$ cat config.mk
export PLATFORM = sky130hd
export DESIGN_NAME = matrix_builder
export DESIGN_NICKNAME = d
export VERILOG_FILES = /design/src/rtl/vyapaar_pkg.sv /design/src/rtl/matrix_bank.sv /design/src/rtl/matrix_builder.sv
export SDC_FILE = /design/constraint.sdc
export NUM_CORES = 1
export LEC_CHECK = 0
export ABC_AREA = 0
export BUFFER_PORTS_ARGS = -buffer_cell sky130_fd_sc_hd__buf_2
export CELL_PAD_IN_SITES_DETAIL_PLACEMENT = 1
export CELL_PAD_IN_SITES_GLOBAL_PLACEMENT = 1
export CORE_MARGIN = 3
export CORE_UTILIZATION = 48
export CTS_BUF_LIST = sky130_fd_sc_hd__clkbuf_2 sky130_fd_sc_hd__clkbuf_4 sky130_fd_sc_hd__clkbuf_8
export DETAILED_ROUTE_END_ITERATION = 8
export GPL_TIMING_DRIVEN = 0
export PLACE_DENSITY = 0.88
export SYNTH_ARGS = -nofsm -noshare
export SYNTH_HDL_FRONTEND = slang
export SYNTH_SLANG_ARGS = --single-unit
$ cat constraint.sdc
create_clock -name clk -period 2.1 [get_ports clk]
set_input_delay 0.21 -clock clk [delete_from_list [all_inputs] [get_ports clk]]
set_output_delay 0.21 -clock clk [all_outputs]
set_load 0.01 [all_outputs]
$ cat src/rtl/vyapaar_pkg.sv
// Shared fixed-point constants, element type and bank selector for the
// matrix assembly path.
package vyapaar_pkg;

    localparam int FRAC_BITS = 10;
    localparam logic signed [15:0] ONE = 16'sd1024;

    typedef logic signed [15:0] elem_t;

    typedef enum logic {
        BANK0 = 1'b0,
        BANK1 = 1'b1
    } bank_t;

    function automatic bank_t other_bank(input bank_t b);
        return (b == BANK0) ? BANK1 : BANK0;
    endfunction

endpackage

$ cat src/rtl/matrix_bank.sv
// One N x N register bank: single write port addressed by row-major index,
// synchronous clear, and the whole bank exposed as a packed matrix.
module matrix_bank #(
    parameter int N_STOCKS = 2,
    parameter int WIDTH    = 16,
    parameter int IDXW     = 2
) (
    input  logic                                       clk,
    input  logic                                       rst_n,
    input  logic                                       we,
    input  logic [IDXW-1:0]                            idx,
    input  logic [WIDTH-1:0]                           data,
    input  logic                                       clr,
    output logic [N_STOCKS-1:0][N_STOCKS-1:0][WIDTH-1:0] mat
);

    // Flat row-major storage; bit layout matches mat[r][c] at r*N+c.
    logic [N_STOCKS*N_STOCKS-1:0][WIDTH-1:0] mem;

    // Element storage: zero on reset or clear, otherwise write one element.
    always_ff @(posedge clk or negedge rst_n) begin
        if (!rst_n) begin
            mem <= '0;
        end else if (clr) begin
            mem <= '0;
        end else if (we) begin
            mem[idx] <= data;
        end
    end

    assign mat = mem;

endmodule

$ cat src/rtl/matrix_builder.sv
// Double-buffered row-major stream to packed N x N matrix assembler.
// Optional feature macro: ROWSUM_EN adds per-row sums of the read bank,
// accumulated during fill.
module matrix_builder
    import vyapaar_pkg::*;
#(
    parameter int N_STOCKS = 2,
    parameter int WIDTH    = 16
) (
    input  logic                                              clk,
    input  logic                                              rst_n,
    input  logic signed [WIDTH-1:0]                           in_data,
    input  logic                                              in_valid,
    input  logic                                              in_last,
    output logic                                              in_ready,
    output logic signed [N_STOCKS-1:0][N_STOCKS-1:0][WIDTH-1:0] matrix,
    output logic                                              matrix_valid,
    input  logic                                              matrix_ack,
    output logic                                              frame_err,
    output logic [15:0]                                       frame_count
`ifdef ROWSUM_EN
    ,
    output logic signed [N_STOCKS-1:0][WIDTH+((N_STOCKS > 1) ? $clog2(N_STOCKS) : 1)-1:0] row_sum
`endif
);

    localparam int NN   = N_STOCKS * N_STOCKS;
    localparam int IDXW = (NN > 1) ? $clog2(NN) : 1;

    bank_t             wr_bank;
    bank_t             rd_bank;
    logic [1:0]        bank_full;
    logic [IDXW-1:0]   elem_idx;

    logic accept;
    logic last_idx;
    logic complete;
    logic discard;
    logic ack_take;

    logic [N_STOCKS-1:0][N_STOCKS-1:0][WIDTH-1:0] mat0;
    logic [N_STOCKS-1:0][N_STOCKS-1:0][WIDTH-1:0] mat1;

    assign in_ready     = !bank_full[wr_bank];
    assign matrix_valid = bank_full[rd_bank];
    assign accept       = in_valid && in_ready;
    assign last_idx     = (elem_idx == IDXW'(NN - 1));
    assign complete     = accept && last_idx && in_last;
    // Frame error: in_last disagrees with the index position.
    assign discard      = accept && (last_idx != in_last);
    assign ack_take     = matrix_valid && matrix_ack;

    assign matrix = (rd_bank == BANK1) ? mat1 : mat0;

    matrix_bank #(
        .N_STOCKS (N_STOCKS),
        .WIDTH    (WIDTH),
        .IDXW     (IDXW)
    ) u_bank0 (
        .clk   (clk),
        .rst_n (rst_n),
        .we    (accept && (wr_bank == BANK0)),
        .idx   (elem_idx),
        .data  (in_data),
        .clr   (discard && (wr_bank == BANK0)),
        .mat   (mat0)
    );

    matrix_bank #(
        .N_STOCKS (N_STOCKS),
        .WIDTH    (WIDTH),
        .IDXW     (IDXW)
    ) u_bank1 (
        .clk   (clk),
        .rst_n (rst_n),
        .we    (accept && (wr_bank == BANK1)),
        .idx   (elem_idx),
        .data  (in_data),
        .clr   (discard && (wr_bank == BANK1)),
        .mat   (mat1)
    );

    // Fill/hold control: element index, bank ownership, full flags, error and frame counter.
    always_ff @(posedge clk or negedge rst_n) begin
        if (!rst_n) begin
            wr_bank     <= BANK0;
            rd_bank     <= BANK0;
            bank_full   <= '0;
            elem_idx    <= '0;
            frame_err   <= 1'b0;
            frame_count <= '0;
        end else begin
            frame_err <= discard;
            if (accept) begin
                if (complete) begin
                    bank_full[wr_bank] <= 1'b1;
                    wr_bank            <= other_bank(wr_bank);
                    elem_idx           <= '0;
                    frame_count        <= frame_count + 16'd1;
                end else if (discard) begin
                    elem_idx <= '0;
                end else begin
                    elem_idx <= elem_idx + IDXW'(1);
                end
            end
            // Completion and ack always hit different banks, so both flag writes are safe.
            if (ack_take) begin
                bank_full[rd_bank] <= 1'b0;
                rd_bank            <= other_bank(rd_bank);
            end
        end
    end

`ifdef ROWSUM_EN
    localparam int RW = (N_STOCKS > 1) ? $clog2(N_STOCKS) : 1;
    localparam int SW = WIDTH + RW;

    logic [1:0][N_STOCKS-1:0][SW-1:0] acc;
    logic [RW-1:0]                    wr_row;

    assign wr_row  = RW'(32'(elem_idx) / N_STOCKS);
    assign row_sum = acc[rd_bank];

    // Per-bank row accumulators; the first element of a frame restarts the bank's sums.
    always_ff @(posedge clk or negedge rst_n) begin
        if (!rst_n) begin
            acc <= '0;
        end else if (accept) begin
            if (discard) begin
                acc[wr_bank] <= '0;
            end else if (elem_idx == '0) begin
                acc[wr_bank]    <= '0;
                acc[wr_bank][0] <= SW'(in_data);
            end else begin
                acc[wr_bank][wr_row] <= acc[wr_bank][wr_row] + SW'(in_data);
            end
        end
    end
`endif

endmodule

# Word level (Yosys, flattened, before mapping)
# Cells that the tools add are included.
# word_totals
ff_bits	151
input_bits	21
output_inout_bits	83
wordCells	68
# classes
add_sub_neg	2
n_lt_le_gt_ge	6
eq_ne	2
n_mux	24
bitwise_logic	4
n_reduce_logical	16
# op_table
op	n
$mux 64	5
$bwmux 64	2
$demux 16 s2	1
$add 16x1->16 const B	1
$mux 16	1
$logic_and 1x1->1	12
$mux 2	5
$mux 1	8
$lt 1x2->1 const B	2
$reduce_bool 2->1	2
$lt 2x3->1 const B	1
$add 2x1->2 const B	1
$and 2x2->2	1
$demux 1 s1	2
$eq 2x2->1 const B	1
$ge 1x1->1 const B	2
$ge 2x1->1 const B	1
$not 2->2	1
$or 2x2->2	1
$reduce_and 2->1	1
$logic_not 1->1	1
$ne 1x1->1	1
$not 1->1	1

# Depth between registers and ports, before layout
# logic_depth
depth_word	10
depth_mapped	8
mapped_depth_nobuf	5

# Modules after synthesis
# A second synthesis with hierarchy kept.
# unflattened
hier_cells	627
hier_area_um2	7579.8
# modules_own_cells
mod	instances	cells_per_inst	area_each_um2	seq_area_each_um2
matrix_bank	2	230	2882.8	1601.5
matrix_builder	1	167	1814.2	575.6

# Worst setup path before layout
# OpenSTA, ideal clock, no wires.
# synth_path
kind	reg-to-reg
start	register elem_idx[0]
end	register u_bank1.mem (netlist bit u_bank1.mat[10])
setup_time_ns	0.121
arrival_ns	1.791
t_required_ns	1.979
path_slack_ns	0.188
path_stages_with_launch	9
n_path_buf	3
synth_period_minus_slack_ns	1.912
path_cell_list	dfrtp_1 ha_1 buf_2 xor2_2 nor2b_1 and2_1 clkbuf_1 buf_2 a22o_1
# synth_via
elab_chain_len	7
word_cells_on_any_way	13
cone_classes	2 x order compare; 2 x eq/ne; 5 x mux; 4 x reduce/logical
# synth_lines
element	line_no	rtl
start: declaration	matrix_builder.sv:33	logic [IDXW-1:0] elem_idx;
start signal: assignment	matrix_builder.sv:103	elem_idx <= elem_idx + IDXW'(1);
$lt 2x3->1 (not written as such) or $ge 2x1->1 (tied branches)	matrix_bank.sv:27	mem[idx] <= data;
$logic_and 1x1->1 (not written as such)	matrix_bank.sv:27	
$mux 16 (not written as such)	matrix_bank.sv:27	
$demux 16 s2	-	
$bwmux 64	matrix_bank.sv:27	
$mux 64	matrix_bank.sv:26	end else if (we) begin
$mux 64	matrix_bank.sv:24	end else if (clr) begin
end signal: indexed assignment	matrix_bank.sv:27	
end: declaration	matrix_bank.sv:18	logic [N_STOCKS*N_STOCKS-1:0][WIDTH-1:0] mem;
# Several ways; a longest one is shown, not always the timed one. The select of a mux whose other input is x is not followed.
# A chain may end at the register's enable or synchronous reset.

==> impl_results.md <==
* Row cnt at 41
* #FFs+latches synth at roughly 150
* Leak at 3.994 nW
* Post-synth top area share at 0.5792
* Number of buffers added on ports at 86
* Clk buf depth at 2
* Synth Warn # at 0
* WP data required at 1.89 ns
* Routed wl met2 at 9.351 mm
* RSZ-0062 raised after global routing: false
* Worst setup SP type: flop
* Compound-cell area share of the yosys netlist at 0.1851
* Yosys top cell by area: dfrtp_1
* Post-Synthesis Cells at 490
* Post-placement cell area at 7203 um^2
* Syn Area/Cell at about 13 um^2
* Skew final at about 0.012 ns
* Async set or reset register ratio after synthesis at 1.000
* Nature of the critical path endpoint: output port
* Largest net degree at the start of global routing at slightly above 80
* Total track usage at 0.2617
* GRT Residual Overflow at 0
* M1 wire length at 7.758 mm
* Uppermost routed layer: met4
* Utilization after layout at 0.6027
* Core Area at around 13000 um^2
* Post-synth EDFFs at 0
* Max IR drop VDD at 0.4618 mV
* Die area at 15030 um^2
* Io pins at 104
* Most common cell in the netlist: dfrtp_1
* Fmax at between 400 and 500 MHz
* Die Y at 122.6 um
* Initial Utilization at 0.5046
* Clk slew on worst S/H paths at 0.08 ns
* Met3 Wirelength at 964 um
* Setup violators final at 0
* Root Driver: clkbuf_8
* Crit Path Max Fanout at 10
* Layout Nets at 618
* Total CTS buffers at 17
* WS Path Type: flop to output port
* Number of routed nets with antenna violations at 0
* Final Hold Vio Count at 0
* CTS tree: built
* Area Growth Syn to Fin at 19.43%
* Synth top cells by count: 151 x dfrtp_1, 128 x a22o_1, 66 x mux2_2
* Crit path arrival time at 1.83 ns
* Post-Synth Adder-Cell Area at 0.009590
* Clk Latency, worst-skew pair at approximately 0.46 ns
* Post-Syn Area at ~6500 um^2
* HP Class: primary input to flop
* Worst-margin pin slew at about 0.77 ns
* Initial DRC Count at 396
* Sequential share of the synthesized area at 0.5792
* Drt drc at 0
* Hpwl dp at 12.22 mm
* Largest family of logic cells by synthesized area: compound AO/OA/AOI/OAI gates
* Gpl congestion at about 0.8
* Post-route cell area at 7791 um^2
* Syn Nets at 516
* Fin crit share at 0.9729
* Netlist cell types at 36
* Clk sinks at ~150
* Mux cell area share after synthesis at 0.1162
* Post-Synth Simple-Gate Area at 0.04756
* Outcome: finished, final reports clean
* N_diodes at 0
* First-pass GRT wire length at 29.94 mm
* Synth top area cells: dfrtp_1 58%, a22o_1 17%, mux2_2 11%
* Layout cells sized above 1 at 0.3967
* Placed insts at about 750
* Final Max Tran Viols at 0
* Initial antenna violation count at 0
* Xor/xnor cell area share of the yosys netlist at 0.02263
* Pre-Repair DR Iteration Count at 4
* Via/cell ratio at 6.019
* Via count at 4677
* Final worst setup slack at 0.05693 ns
* Max-Cap Viols at 0
* Vias in the first global route at 5277
* WL final at 18.60 mm
* Finished Layout Cells at 777
* Slew headroom at 0.4866
* Htree depth at 4
* Fin crit period at 2.043 ns
* Predominant post-synthesis flop cell: dfrtp_1
* PwrDens at 1263 nW/um^2
* Die X at about 120 um
* Wire per inst at 23.94 um
* Worst slack at placement at -0.3293 ns
==> cells by family (layout without fill, tap and decap cells) <==
group           Yosys count  after routing
buf+inv                  60            174
fa+ha+maj                 5              5
flops                   151            151
xor+xnor                 16             17
mux                      67             67
compound gates          143            143
simple gates             48             48
==> final cells by class <==
type	count	area, um^2
inverter	9	33.78
buffer	42	214.0
clock inverter	7	137.6
fill	1312	5136
clock buffer	25	331.6
timing repair buffer	91	499.2
tap	172	215.2
multi-input combinational	280	2580
sequential	151	3780
==> flip-flops by register name (all words and copies together), names as in the netlist <==
signal	cells
u_bank1.mat	64
wr_bank	1
frame_count	16
bank_full	2
rd_bank	1
frame_err	1
u_bank0.mat	64
elem_idx	2
==> power breakdown <==
part           switching [W]  total, W  internal, W  leakage (nW)
Clock                0.00109   0.00260      0.00151         0.239
Combinational        0.00159   0.00311      0.00152          1.72
Sequential          0.000499   0.00413      0.00363          2.04
Total                0.00318   0.00984      0.00666          3.99
==> what timing repair did <==
| action | in CTS | in global routing |
|---|---|---|
| hold buffers | 2 | 0 |
| endpoints found under the hold margin | 82 | 0 |
| pin swaps | 1 | 0 |
| endpoints found under the setup margin | 156 | 89 |
| resized for setup | 26 | 17 |
| buffers inserted | 0 | 2 |
| cloned | 1 | 0 |
==> critical path, cell delays in order, from the launching register on <==
cell     delay, ns
dfrtp_1       0.48
buf_6         0.21
buf_4         0.21
mux2_2        0.35
buf_2         0.14
==> final timing paths <==
kind	startpoint	slack [ns]	end	depth (start not counted)
setup reg to reg	elem_idx[0]	0.07	u_bank0.mat[40]	6
min in group asynchronous	rst_n	0.39	u_bank0.mat[35]	2
hold / removal	in_valid	0.09	frame_err	2
setup / recovery	rd_bank	0.06	matrix[58]	4
max in group asynchronous	rst_n	0.91	elem_idx[0]	3
hold reg to reg	frame_count[15]	0.49	frame_count[15]	1
==> metrics by stage <==
stage | setup TNS [ns] | hold slack (ns) | total power, W
2_1_floorplan | 0 | -0.08559 | 0.005980
3_3_place_gp | -183.72 | 0.4591 | 0.006905
3_5_place_dp | -14.08 | 0.3134 | 0.007109
4_1_cts | 0 | 0.07023 | 0.009836
5_1_grt | 0 | 0.08054 | 0.01033
6_report | 0 | 0.09116 | 0.009842
==> metal layers <==
| metal | track usage | vias up |
|---|---|---|
| li1 | - | 2023 |
| met1 | 0.3395 | 2463 |
| met2 | 0.4253 | 147 |
| met3 | 0.05714 | 44 |
| met4 | 0.1141 | 0 |
| met5 | 0 | - |
==> cells in the final DEF (no fill, tap or decap), types with 5 or more instances in the layout <==
master	count
nand3_1	8
ha_1	5
clkbuf_2	9
xor2_1	6
mux2_2	66
xnor2_1	9
nand2_1	5
dfrtp_1	150
buf_1	16
a22o_1	128
clkbuf_8	23
inv_1	9
buf_2	97
o21ai_2	6
(Power assumes the default switching activity.)
